### src/rtl/layer_mixer_pkg.sv
// Shared layer geometry, colour-key and flash constants for the figure
// compositor, plus the 11-bit span test used for region checks.
package layer_mixer_pkg;

    // Figure sprite placement on the 640x480 raster
    localparam logic [9:0] FIG_X_START   = 10'd200;
    localparam logic [9:0] FIG_X_SIZE    = 10'd64;
    localparam logic [9:0] FIG_Y_START_F = 10'd300;
    localparam logic [9:0] FIG_Y_START_H = 10'd100;
    localparam logic [9:0] FIG_Y_SIZE    = 10'd96;

    // Palette index 0 of the figure layer is transparent
    localparam logic [11:0] KEY_COLOR_FIG = 12'hFDD;

    // Layer pipeline depth and hit-flash timing, shared with other layers
    localparam int LAYER_LAT_FIG    = 2;
    localparam int FLASH_FRAMES_FIG = 32;
    localparam int FLASH_HALF_FIG   = 4;

    // Flash state encoding
    localparam logic [0:0] ST_IDLE  = 1'b0;
    localparam logic [0:0] ST_FLASH = 1'b1;

    // True when start <= v < start + size; widened so the sum cannot wrap
    function automatic logic in_span(input logic [9:0] v,
                                     input logic [9:0] start,
                                     input logic [9:0] size);
        logic [10:0] val_w;
        logic [10:0] lo_w;
        logic [10:0] hi_w;
        val_w = {1'b0, v};
        lo_w  = {1'b0, start};
        hi_w  = lo_w + {1'b0, size};
        return (val_w >= lo_w) && (val_w < hi_w);
    endfunction

endpackage

### src/rtl/layer_mixer_delay_line.sv
// Fixed-depth shift register with synchronous reset; keeps side-band
// pixel attributes aligned with the latency of a colour layer.
module delay_line #(
    parameter int WIDTH = 2,
    parameter int DEPTH = 2
) (
    input  logic             pixel_clk,
    input  logic             Reset,
    input  logic [WIDTH-1:0] d,
    output logic [WIDTH-1:0] q
);

    logic [WIDTH-1:0] stage_r [DEPTH];

    // Shift one stage per pixel clock; reset flushes every stage to zero
    always_ff @(posedge pixel_clk) begin
        if (Reset) begin
            for (int i = 0; i < DEPTH; i++) begin
                stage_r[i] <= {WIDTH{1'b0}};
            end
        end else begin
            stage_r[0] <= d;
            for (int i = 1; i < DEPTH; i++) begin
                stage_r[i] <= stage_r[i-1];
            end
        end
    end

    assign q = stage_r[DEPTH-1];

endmodule

### src/rtl/layer_mixer.sv
// Figure/background compositor: aligns the figure region test with the
// layer latency, applies colour-key transparency and a frame-counted hit
// flash, and drives registered, blank-gated 4-bit RGB.
module layer_mixer
    import layer_mixer_pkg::*;
#(
    parameter int          LAYER_LAT    = LAYER_LAT_FIG,
    parameter logic [11:0] KEY_COLOR    = KEY_COLOR_FIG,
    parameter int          FLASH_FRAMES = FLASH_FRAMES_FIG,
    parameter int          FLASH_HALF   = FLASH_HALF_FIG
) (
    input  logic        pixel_clk,
    input  logic        Reset,
    input  logic [9:0]  DrawX,
    input  logic [9:0]  DrawY,
    input  logic        blank,
    input  logic        pos_select,
    input  logic        fig_enable,
    input  logic        hit,
    input  logic [11:0] fig_color,
    input  logic [11:0] bg_color,
    output logic [3:0]  Red,
    output logic [3:0]  Green,
    output logic [3:0]  Blue,
    output logic        blank_out,
    output logic        flashing
);

    localparam int FW = $clog2(FLASH_FRAMES + 1);
    localparam int PW = (FLASH_HALF > 1) ? $clog2(FLASH_HALF) : 1;

    localparam logic [FW-1:0] CNT_LOAD = FW'(FLASH_FRAMES);
    localparam logic [FW-1:0] CNT_ONE  = FW'(1);
    localparam logic [PW-1:0] PH_LAST  = PW'(FLASH_HALF - 1);
    localparam logic [PW-1:0] PH_ONE   = PW'(1);

    logic [9:0]    anchor_y_s;
    logic          in_fig_s;
    logic          at_origin_s;
    logic          at_origin_r;
    logic          frame_tick_s;
    logic [1:0]    align_in_s;
    logic [1:0]    align_out_s;
    logic          fig_aligned_s;
    logic          blank_aligned_s;
    logic [11:0]   pix_s;

    logic [0:0]    state_r;
    logic [0:0]    state_nx_s;
    logic [FW-1:0] flash_cnt_r;
    logic [FW-1:0] flash_cnt_nx_s;
    logic [PW-1:0] phase_cnt_r;
    logic [PW-1:0] phase_cnt_nx_s;
    logic          flash_on_r;
    logic          flash_on_nx_s;

    // Stage-0 figure region test against the selected vertical anchor
    always_comb begin
        anchor_y_s = FIG_Y_START_H;
        if (pos_select) begin
            anchor_y_s = FIG_Y_START_F;
        end else begin
            anchor_y_s = FIG_Y_START_H;
        end
        in_fig_s = fig_enable
                 && in_span(DrawX, FIG_X_START, FIG_X_SIZE)
                 && in_span(DrawY, anchor_y_s, FIG_Y_SIZE);
    end

    // Frame tick fires on the first cycle at the origin so a held origin
    // pixel cannot produce more than one tick per frame
    assign at_origin_s  = (DrawX == 10'd0) && (DrawY == 10'd0);
    assign frame_tick_s = at_origin_s && !at_origin_r;

    // Remember whether the previous pixel was the origin
    always_ff @(posedge pixel_clk) begin
        if (Reset) begin
            at_origin_r <= 1'b0;
        end else begin
            at_origin_r <= at_origin_s;
        end
    end

    assign align_in_s = {in_fig_s, blank};

    delay_line #(
        .WIDTH (2),
        .DEPTH (LAYER_LAT)
    ) u_align (
        .pixel_clk (pixel_clk),
        .Reset     (Reset),
        .d         (align_in_s),
        .q         (align_out_s)
    );

    assign fig_aligned_s   = align_out_s[1];
    assign blank_aligned_s = align_out_s[0];

    // Flash next-state: a hit always reloads; ticks count down and pace the blink
    always_comb begin
        state_nx_s     = state_r;
        flash_cnt_nx_s = flash_cnt_r;
        phase_cnt_nx_s = phase_cnt_r;
        flash_on_nx_s  = flash_on_r;
        case (state_r)
            ST_IDLE: begin
                if (hit) begin
                    state_nx_s     = ST_FLASH;
                    flash_cnt_nx_s = CNT_LOAD;
                    phase_cnt_nx_s = {PW{1'b0}};
                    flash_on_nx_s  = 1'b1;
                end else begin
                    state_nx_s     = ST_IDLE;
                end
            end
            ST_FLASH: begin
                if (hit) begin
                    flash_cnt_nx_s = CNT_LOAD;
                    phase_cnt_nx_s = {PW{1'b0}};
                    flash_on_nx_s  = 1'b1;
                end else if (frame_tick_s) begin
                    if (flash_cnt_r == CNT_ONE) begin
                        state_nx_s     = ST_IDLE;
                        flash_cnt_nx_s = {FW{1'b0}};
                        phase_cnt_nx_s = {PW{1'b0}};
                        flash_on_nx_s  = 1'b0;
                    end else begin
                        flash_cnt_nx_s = flash_cnt_r - CNT_ONE;
                        if (phase_cnt_r == PH_LAST) begin
                            phase_cnt_nx_s = {PW{1'b0}};
                            flash_on_nx_s  = ~flash_on_r;
                        end else begin
                            phase_cnt_nx_s = phase_cnt_r + PH_ONE;
                        end
                    end
                end else begin
                    state_nx_s = ST_FLASH;
                end
            end
            default: begin
                state_nx_s     = ST_IDLE;
                flash_cnt_nx_s = {FW{1'b0}};
                phase_cnt_nx_s = {PW{1'b0}};
                flash_on_nx_s  = 1'b0;
            end
        endcase
    end

    // Flash state registers; flashing mirrors the registered state
    always_ff @(posedge pixel_clk) begin
        if (Reset) begin
            state_r     <= ST_IDLE;
            flash_cnt_r <= {FW{1'b0}};
            phase_cnt_r <= {PW{1'b0}};
            flash_on_r  <= 1'b0;
            flashing    <= 1'b0;
        end else begin
            state_r     <= state_nx_s;
            flash_cnt_r <= flash_cnt_nx_s;
            phase_cnt_r <= phase_cnt_nx_s;
            flash_on_r  <= flash_on_nx_s;
            flashing    <= (state_nx_s == ST_FLASH);
        end
    end

    // Pixel selection: blanking, then opaque figure (white while flashing), then background
    always_comb begin
        pix_s = 12'h000;
        if (!blank_aligned_s) begin
            pix_s = 12'h000;
        end else if (fig_aligned_s && (fig_color != KEY_COLOR)) begin
            if (flash_on_r) begin
                pix_s = 12'hFFF;
            end else begin
                pix_s = fig_color;
            end
        end else begin
            pix_s = bg_color;
        end
    end

    // Registered VGA outputs with matching delayed blank
    always_ff @(posedge pixel_clk) begin
        if (Reset) begin
            Red       <= 4'h0;
            Green     <= 4'h0;
            Blue      <= 4'h0;
            blank_out <= 1'b0;
        end else begin
            Red       <= pix_s[11:8];
            Green     <= pix_s[7:4];
            Blue      <= pix_s[3:0];
            blank_out <= blank_aligned_s;
        end
    end

endmodule

### config.mk
export PLATFORM = sky130hd
export DESIGN_NAME = layer_mixer
export DESIGN_NICKNAME = d
export VERILOG_FILES = /design/src/rtl/layer_mixer_pkg.sv /design/src/rtl/layer_mixer_delay_line.sv /design/src/rtl/layer_mixer.sv
export SDC_FILE = /design/constraint.sdc
export NUM_CORES = 1
export LEC_CHECK = 0
export BUFFER_PORTS_ARGS = -buffer_cell sky130_fd_sc_hd__buf_2
export CAP_MARGIN = 15
export CORE_MARGIN = 8
export CORE_UTILIZATION = 49
export CTS_BUF_LIST = sky130_fd_sc_hd__clkbuf_16
export DETAILED_ROUTE_END_ITERATION = 10
export PLACE_DENSITY = 0.93
export SLEW_MARGIN = 20
export SYNTH_ARGS = -nofsm -noshare
export SYNTH_HDL_FRONTEND = slang
export SYNTH_SLANG_ARGS = --single-unit
### constraint.sdc
create_clock -name pixel_clk -period 3.9 [get_ports pixel_clk]
set_input_delay 0.585 -clock pixel_clk [delete_from_list [all_inputs] [get_ports pixel_clk]]
set_output_delay 0.585 -clock pixel_clk [all_outputs]
set_load 0.02 [all_outputs]
==> flow_summary_export.csv, run 1 <==
group,metric,value,unit
status,status,"completed",
setup_path,startpoint_type,"input port",
global_routing,grt_max_degree,25,
detailed_routing,met2_length,1920,um
setup_path,rrSetupSlack,2240,ps
power,p_per_area,372,nW/um^2
clock_tree,cts_hold_buf,0,
clock_tree,cts_tree,"done",
synth,synth_seq_cells,28,
floorplan,die_x,68.8,um
floorplan,io_pins,64,
sta,drv_slew,0,
sta,max_slew_margin,47.5,%
detailed_routing,postRouteAntennaNets,0,
placement,place.port_buffers,63,
clock_tree,numCtsBuffers,3,
cells_and_area,postLayoutCellArea,1810,um^2
detailed_routing,drt_wl_total,3730,um
global_routing,overflow,0,
sta,tns,0,ps
floorplan,die-height,68.8,um
placement,placedInstanceArea,1700,um^2
clock_tree,clockBufferDepth,2,
detailed_routing,wl_met3,290,um
synth,synth_nets,214,
cells_and_area,layout_commonest_cell,"buf_2",
detailed_routing,num_vias,1392,
synth,synthCells,158,
setup_path,max_stage_delay,360,ps
synth,synth_area_leaders,"dfxtp_1, nor2_1, a211oi_1",
power,leakagePower,0.812,nW
sta,hold_viol_final,0,
detailed_routing,drt-pass1-iter-count,4,
synth,syn-cell-area,1370,um^2
clock_tree,clk_latency,260,ps
placement,routabilityCongestion,0.854,
setup_path,path_depth,6,
sta,period_needed,1860,ps
detailed_routing,wirelength_met1,1450,um
setup_path,end_kind,"register",
synth,yosys.area.top_type,"dfxtp_1",
clock_tree,cts.sinks,28,
cells_and_area,mostFrequentLayoutCells,"buf_2, nor2_1, dfxtp_1",
floorplan,start_util,50.4,%
min_path,min_path_type,"reg -> reg",
detailed_routing,first_iter_violations,50,
global_routing,grt_pass1_vias,1421,
clock_tree,cts_root_buf,"clkbuf_16",
setup_path,worst-setup-path-type,"in -> reg",
clock_tree,ctsResizeCount,0,
floorplan,rows,19,
setup_path,reg2regPathDepth,4,
detailed_routing,route.detailed.drc,0,
global_routing,antenna_found_initial,0,
synth,yosys_warnings,0,
setup_path,crit_family,"simple AND/OR/NAND/NOR gates",
floorplan,core,2710,um^2
detailed_routing,routedWlPerCell,14.9,um
cells_and_area,drive_gt1_share,33.6,%
cells_and_area,nets,277,
min_path,hold_depth,1,
cells_and_area,syn2layout_area_growth,32.2,%
setup_path,worstPathCellList,"buf_2, nor4_2, nand4_2, or2_4, o31a_1, a211oi_2",
synth,synth.distinct_cells,38,
setup_path,critical_path.max_fanout,4,
global_routing,grt_pass1_wl,5790,um
synth,ys_seq_area_share,41.0,%
setup_path,cp.arrival,2040,ps
synth,yosysTopAreaCellShare,41.0,%
clock_tree,post-cts-setup-buffer-count,0,
sta,max_freq,538,MHz
detailed_routing,highest_layer,"met4",
floorplan,dieArea,4730,um^2
detailed_routing,routed_via_density,5.55,
sta,finClkSkew,1.92,ps
clock_tree,path_clk_slew,70,ps
sta,rsz0062_at_grt,"no",
placement,dp_hpwl,3040,um
global_routing,track_usage,15.8,%
power,vdd_drop_max,273,uV
cells_and_area,antennaDiodeCount,0,
setup_path,worstPathRequired,4090,ps
sta,setup_viol,0,
sta,post-route-period-util,47.6,%
synth,avgSynthCellArea,8.65,um^2
setup_path,slowest_stage,"nor4_2",
clock_tree,htree_levels,1,
setup_path,cp.buffers_inverters,1,
sta,worstMarginPinSlew,788,ps
job,max_cap_violations,0,
## power breakdown
part           switching (mW)  total [mW]  internal (mW)
Sequential            0.00506       0.296          0.291
Clock                  0.0980       0.302          0.204
Combinational          0.0377      0.0726         0.0349
## flip-flops by register name, indices dropped and copies added, names as in the netlist
name	flops
blank_out	1
flash_cnt_r	6
at_origin_r	1
Blue	4
Red	4
flash_on_r	1
u_align.stage_r	4
state_r	1
phase_cnt_r	2
Green	4
## kinds of logic (layout without fill, tap and decap cells)
logic type                 Yosys count  count (layout)  share of synthesized area, %
adders and majority gates            6               6                          5.49
muxes                                2               2                          1.47
buffers and inverters               13              75                          3.57
DFF                                 28              28                          41.0
and+or+nand+nor                     73              73                          29.1
AOI/OAI and AO/OA                   36              36                          19.3
## final timing paths
check / start / to
max: DrawY[0] / flash_cnt_r[5]$_SDFFE_PP0P_
min: u_align.stage_r[0][0]$_SDFF_PP0_ / u_align.stage_r[0][2]$_SDFF_PP0_
max reg2reg: state_r$_SDFF_PP0_ / flash_cnt_r[4]$_SDFFE_PP0P_
min reg2reg: u_align.stage_r[0][0]$_SDFF_PP0_ / u_align.stage_r[0][2]$_SDFF_PP0_
## routing by layer
layer | track usage [%] | vias up
li1 | - | 700
met1 | 16.5 | 630
met2 | 28.9 | 54
met3 | 3.55 | 8
met4 | 8.27 | 0
met5 | 0 | -
## per-stage QoR
stage                     util [%]  hold slack [ps]  setup WS, ps  power [mW]  cells
after floorplan                  -              414          2020       0.335    158
after global placement        62.8              416          1840       0.373    247
after detailed placement      62.8              425          1760       0.376    247
after CTS                     66.7              441          2040       0.676    251
after global routing          66.7              469          1990       0.694    251
final                         66.7              438          2040       0.672    251
## cell type report
type / instances / area (um^2)
Fill cell: 243 / 903
Multi-Input combinational cell: 117 / 757
Sequential cell: 28 / 561
Timing Repair Buffer: 63 / 315
Clock buffer: 3 / 75.1
Tap cell: 31 / 38.8
Clock inverter: 1 / 30.0
Inverter: 8 / 30.0
## cell usage after synthesis
library cell / n
o31ai_1: 2
a21bo_1: 1
a2111oi_0: 1
ha_1: 6
o41ai_1: 1
or2_4: 1
nor2b_1: 3
o211ai_1: 2
nand4b_1: 3
a211oi_2: 1
nor4_4: 1
inv_1: 8
nor2_1: 36
nand2b_1: 2
or2_1: 1
a31oi_1: 5
nand4_2: 1
a211oi_1: 13
nand3_1: 4
nor4b_1: 1
mux2i_1: 2
o21ai_1: 4
or4_1: 1
o21ai_0: 1
clkbuf_1: 5
nor2_4: 1
nor3_4: 1
dfxtp_1: 28
nor4_1: 1
o31a_1: 2
a211o_1: 1
nand2_1: 7
a21oi_1: 1
or3b_1: 1
nor4_2: 1
nor3_1: 4
nand4_1: 3
o2bb2ai_1: 1
Power figures use the tool's default switching activity.
==> run 2: changes to the inputs <==
--- a/config.mk
+++ b/config.mk
@@ -5,13 +5,14 @@
 export SDC_FILE = /design/constraint.sdc
 export NUM_CORES = 1
 export LEC_CHECK = 0
+export ABC_AREA = 1
 export BUFFER_PORTS_ARGS = -buffer_cell sky130_fd_sc_hd__buf_2
 export CAP_MARGIN = 15
 export CORE_MARGIN = 8
-export CORE_UTILIZATION = 49
+export CORE_UTILIZATION = 48
 export CTS_BUF_LIST = sky130_fd_sc_hd__clkbuf_16
 export DETAILED_ROUTE_END_ITERATION = 10
-export PLACE_DENSITY = 0.93
+export PLACE_DENSITY = 0.88
 export SLEW_MARGIN = 20
 export SYNTH_ARGS = -nofsm -noshare
 export SYNTH_HDL_FRONTEND = slang
==> constraint.sdc (replaced) <==
create_clock -name pixel_clk -period 1.8 [get_ports pixel_clk]
set_input_delay 0.27 -clock pixel_clk [delete_from_list [all_inputs] [get_ports pixel_clk]]
set_output_delay 0.27 -clock pixel_clk [all_outputs]
set_load 0.02 [all_outputs]
==> flow_summary_export.csv, run 2 <==
group,metric,value,unit
detailed_routing,routed_via_density,4.77,
sta,drv_slew,0,
setup_path,reg2regPathDepth,9,
sta,post-route-period-util,81.3,%
synth,synth_edf_count,0,
synth,synthFlopType,"dfxtp_1",
clock_tree,ctsResizeCount,0,
sta,worstMarginPinSlew,379,ps
synth,synth_nets,297,
setup_path,worstPathRequired,1950,ps
synth,yosys.area.top_type,"dfxtp_1",
floorplan,rows,21,
global_routing,antenna_found_initial,0,
clock_tree,clk_latency,260,ps
cells_and_area,nets,361,
floorplan,io_pins,64,
synth,netlist_top_cells_count,"nor2_1, nand2_1, inv_1",
clock_tree,path_clk_slew,70,ps
detailed_routing,drt_wl_total,3970,um
min_path,min_path_type,"in -> reg",
clock_tree,clockBufferDepth,2,
floorplan,start_util,49.3,%
clock_tree,htree_levels,1,
detailed_routing,num_vias,1671,
synth,yosysMostFrequentCell,"nor2_1",
clock_tree,numCtsBuffers,3,
sta,max_slew_margin,74.7,%
cells_and_area,largest_reg_flops,6,
clock_tree,cts_root_buf,"clkbuf_16",
cells_and_area,fillCellCount,297,
power,vdd_drop_max,349,uV
clock_tree,cts.sinks,28,
min_path,hold_depth,3,
cells_and_area,layout_commonest_cell,"nor2_1",
setup_path,cp-startpoint,"state_r$_SDFF_PP0_",
setup_path,startpoint_type,"register",
global_routing,grt_pass1_vias,1676,
cells_and_area,mostFrequentLayoutCells,"nor2_1, buf_2, nand2_1",
sta,rsz0062_at_grt,"no",
synth,synth_seq_cells,28,
synth,synthCells,241,
detailed_routing,postRouteAntennaNets,0,
global_routing,grt_pass1_wl,6580,um
detailed_routing,drt-pass1-iter-count,4,
sta,max_freq,683,MHz
detailed_routing,route.detailed.drc,0,
placement,routabilityCongestion,0.885,
setup_path,critical_path.max_fanout,6,
cells_and_area,syn2layout_area_growth,27.8,%
floorplan,die_x,74.1,um
setup_path,end_kind,"register",
setup_path,cp.arrival,1620,ps
clock_tree,cts_hold_buf,0,
cells_and_area,drive_gt1_share,28.6,%
detailed_routing,routedWlPerCell,11.3,um
sta,hold_viol_final,0,
clock_tree,cts_tree,"done",
placement,dp_hpwl,3160,um
placement,place.port_buffers,63,
floorplan,core,3280,um^2
synth,ys_seq_area_share,34.6,%
setup_path,reg2reg_to,"flash_on_r$_SDFFE_PP0P_",
synth,synth.distinct_cells,36,
cells_and_area,largest-register,"flash_cnt_r",
sta,period_needed,1460,ps
sta,tns,0,ps
job,max_cap_violations,0,
power,fin_total_pwr,1.54,mW
synth,yosysTopAreaCellShare,34.6,%
cells_and_area,antennaDiodeCount,0,
synth,yosys_warnings,0,
clock_tree,post-cts-setup-buffer-count,0,
setup_path,timing.rr.start,"state_r$_SDFF_PP0_",
power,leakagePower,1.07,nW
global_routing,overflow,0,
power,p_per_area,744,nW/um^2
floorplan,die-height,74.1,um
floorplan,dieArea,5480,um^2
global_routing,track_usage,14.8,%
synth,syn-cell-area,1620,um^2
sta,setup_viol,0,
sta,finClkSkew,3.06,ps
setup_path,worst-setup-path-type,"reg -> reg",
synth,synth_area_leaders,"dfxtp_1, nor2_1, nand2_1",
detailed_routing,first_iter_violations,127,
global_routing,grt_max_degree,17,
status,status,"completed",
setup_path,rrSetupSlack,340,ps
min_path,min_from,"blank",
min_path,holdPathEnd,"u_align.stage_r[0][0]$_SDFF_PP0_",
synth,avgSynthCellArea,6.71,um^2
synth,async_reset_ff_share,0,%
[run 2: cell count changes after synthesis, sizes merged, moves of 4 or more]
cell    previous run  this run
o21ai              5         1
a31oi              5         0
nand3              4        21
a211oi            14         0
buf                0         5
a21oi              1         5
nand2              7        43
inv                8        31
nor3               5         1
nor2              37        70
[run 2: worst max-delay path, cell delays in order (launching register included)]
cell and delay (ps):
dfxtp_1 450, inv_1 130, nor2_2 180, nand2_1 120, inv_1 80, nand2_1 70
nand2_1 60, inv_1 40, a21oi_1 150, nor2_1 70
[run 2: layer usage]
| metal | GRT usage (%) | wire length, um | vias to the layer above |
|---|---|---|---|
| met4 | 6.65 | 61 | 0 |
| met3 | 3.91 | 304 | 6 |
| li1 | - | - | 879 |
| met5 | 0 | 0 | - |
| met1 | 15.9 | 1720 | 728 |
| met2 | 26.5 | 1890 | 58 |
[run 2: stage by stage]
step                      hold slack [ps]  cells  worst slack, ps  utilization, %  cell area [um^2]
after global routing                  226    350              205            63.0              2070
final                                 202    350              337            63.0              2070
after global placement                392    346              271            59.8              1960
after floorplan                       377    241              424               -              1620
after detailed placement              398    346              222            59.8              1960
after CTS                             206    350              339            63.0              2070
[run 2: worst max path at each step]
| stage | to | slack [ps] | depth (start not counted) |
|---|---|---|---|
| 2_1_floorplan | flash_on_r$_SDFFE_PP0P_ | 420 | 9 |
| 3_3_place_gp | Red[0]$_SDFF_PP0_ | 270 | 8 |
| 3_5_place_dp | Red[3]$_SDFF_PP0_ | 220 | 8 |
| 4_1_cts | flash_on_r$_SDFFE_PP0P_ | 340 | 9 |
| 5_1_grt | flash_on_r$_SDFFE_PP0P_ | 210 | 9 |
| 6_report | flash_on_r$_SDFFE_PP0P_ | 340 | 9 |
[run 2: cells by family after synthesis]
| group | Yosys count | synth area share (%) |
|---|---|---|
| XOR/XNOR | 3 | 1.62 |
| adder cells (fa/ha/maj) | 6 | 4.64 |
| AND/OR/NAND/NOR | 152 | 42.9 |
| buffers and inverters | 38 | 10.3 |
| flip-flops | 28 | 34.6 |
| AO/OA/AOI/OAI | 14 | 5.88 |
[run 2: layout make-up]
type                            count  area, um^2  share of cell area [%]
Multi-Input combinational cell    175         891                    43.1
Sequential cell                    28         561                    27.1
Timing Repair Buffer               66         338                    16.3
Inverter                           31         116                    5.63
Clock buffer                        3        75.1                    3.63
Tap cell                           46        57.6                    2.78
Clock inverter                      1        30.0                    1.45
[run 2: power breakdown]
part	total [mW]	internal (mW)	switching, mW
sequential	0.656	0.638	0.0182
clock	0.653	0.443	0.210
combinational	0.229	0.108	0.122
total	1.54	1.19	0.350
==> run 3: changes to the inputs <==
==> constraint.sdc (replaced) <==
create_clock -name pixel_clk -period 1.4 [get_ports pixel_clk]
set_input_delay 0.21 -clock pixel_clk [delete_from_list [all_inputs] [get_ports pixel_clk]]
set_output_delay 0.21 -clock pixel_clk [all_outputs]
set_load 0.02 [all_outputs]
==> flow_summary_export.csv, run 3 (same netlist as run 2, synthesis figures left out) <==
group,metric,value,unit
sta,max_freq,692,MHz
setup_path,cp.arrival,1610,ps
cells_and_area,antennaDiodeCount,0,
global_routing,overflow,0,
detailed_routing,num_vias,1785,
setup_path,critical_path.max_fanout,5,
setup_path,rrSetupSlack,-40,ps
floorplan,die-height,74.1,um
power,leakagePower,1.13,nW
detailed_routing,postRouteAntennaNets,0,
sta,setup_viol,2,
clock_tree,path_clk_slew,70,ps
setup_path,end_kind,"register",
floorplan,rows,21,
cells_and_area,postLayoutCellArea,2200,um^2
clock_tree,cts_tree,"done",
cells_and_area,syn2layout_area_growth,35.8,%
placement,routabilityCongestion,1.01,
cells_and_area,largest-register,"flash_cnt_r",
sta,period_needed,1440,ps
detailed_routing,first_iter_violations,97,
sta,hold_viol_final,0,
floorplan,die_x,74.1,um
detailed_routing,route.detailed.drc,0,
detailed_routing,drt_wl_total,4660,um
sta,finClkSkew,1.84,ps
sta,rsz0062_at_grt,"yes",
sta,max_slew_margin,76.0,%
cells_and_area,largest_reg_flops,6,
placement,dp_hpwl,3390,um
global_routing,grt_pass1_wl,7100,um
clock_tree,cts_hold_buf,0,
placement,place_ws,-31.3,ps
cells_and_area,nets,371,
status,status,"finished, violations left",
setup_path,worst-setup-path-type,"reg -> reg",
sta,tns,-62.3,ps
clock_tree,clk_latency,260,ps
sta,post-route-period-util,103,%
sta,worstMarginPinSlew,360,ps
clock_tree,cts.sinks,28,
cells_and_area,layout_commonest_cell,"nor2_1",
status,failed_checks,"negative setup slack",
setup_path,worstPathRequired,1560,ps
cells_and_area,final_core_util,66.9,%
detailed_routing,routedWlPerCell,13.0,um
job,max_cap_violations,0,
cells_and_area,fillCellCount,264,
floorplan,dieArea,5480,um^2
clock_tree,clockBufferDepth,2,
clock_tree,cts_root_buf,"clkbuf_16",
global_routing,antenna_found_initial,0,
clock_tree,htree_levels,1,
placement,place.port_buffers,63,
cells_and_area,drive_gt1_share,35.0,%
detailed_routing,routed_via_density,4.96,
sta,fin_ws,-44.5,ps
setup_path,startpoint_type,"register",
global_routing,grt_pass1_vias,1700,
global_routing,grt_max_degree,17,
detailed_routing,drt-pass1-iter-count,4,
cells_and_area,mostFrequentLayoutCells,"nor2_1, buf_2, nand2_1",
floorplan,start_util,49.3,%
placement,placedInstanceArea,2040,um^2
power,p_per_area,922,nW/um^2
floorplan,core,3280,um^2
min_path,min_path_type,"in -> reg",
clock_tree,numCtsBuffers,3,
power,fin_total_pwr,2.03,mW
floorplan,io_pins,64,
power,vdd_drop_max,665,uV
sta,drv_slew,0,
global_routing,track_usage,16.3,%
[run 3: area by class of cell]
cell class              count  area [um^2]  share of cell area (%)
multi-input cells         175          926                    42.1
flip-flops and latches     28          564                    25.7
repair buffers             76          425                    19.4
inverters                  31          119                    5.41
clock buffers               3         75.1                    3.42
well taps                  46         57.6                    2.62
clock inverters             1         30.0                    1.37
[run 3: worst paths after layout]
| check | startpoint | endpoint | cells after the start |
|---|---|---|---|
| worst max-delay path | flash_cnt_r[2]$_SDFFE_PP0P_ | flash_on_r$_SDFFE_PP0P_ | 7 |
| worst min register to register | u_align.stage_r[0][0]$_SDFF_PP0_ | u_align.stage_r[0][2]$_SDFF_PP0_ | 2 |
| worst min-delay path | blank | u_align.stage_r[0][0]$_SDFF_PP0_ | 3 |
| worst max register to register | flash_cnt_r[2]$_SDFFE_PP0P_ | flash_on_r$_SDFFE_PP0P_ | 7 |
[run 3: stage by stage]
step | cells | hold slack [ps]
after global routing | 360 | 155
after CTS | 359 | 151
after global placement | 354 | 390
after detailed placement | 354 | 406
after floorplan | 241 | 317
final | 360 | 146
[run 3: repair_timing]
action	4_1_cts	5_1_grt
hold endpoints to repair	0	0
gates resized for setup	2	14
setup endpoints to repair	2	9
setup buffers	1	2
pin swaps	1	4
[run 3: worst max-delay path, stage by stage, from the launching register on]
cell,delay (ps)
dfxtp_2,360
nor2_4,130
nand4_1,200
buf_4,210
a21boi_0,220
nand3_1,110
nand2_1,70
nor2_1,40
[run 3: metal layers]
metal / up-vias / track usage (%) / share of wire [%]
li1: 899 / - / -
met1: 784 / 18.1 / 40
met2: 88 / 27.8 / 49
met3: 14 / 3.37 / 7.6
met4: 0 / 10.2 / 3.0
met5: - / 0 / 0
[run 3: power by group]
group | internal, mW | leakage, nW | switching, mW
clock network | 0.570 | 0.0511 | 0.290
registers | 0.821 | 0.230 | 0.0216
logic | 0.150 | 0.848 | 0.175
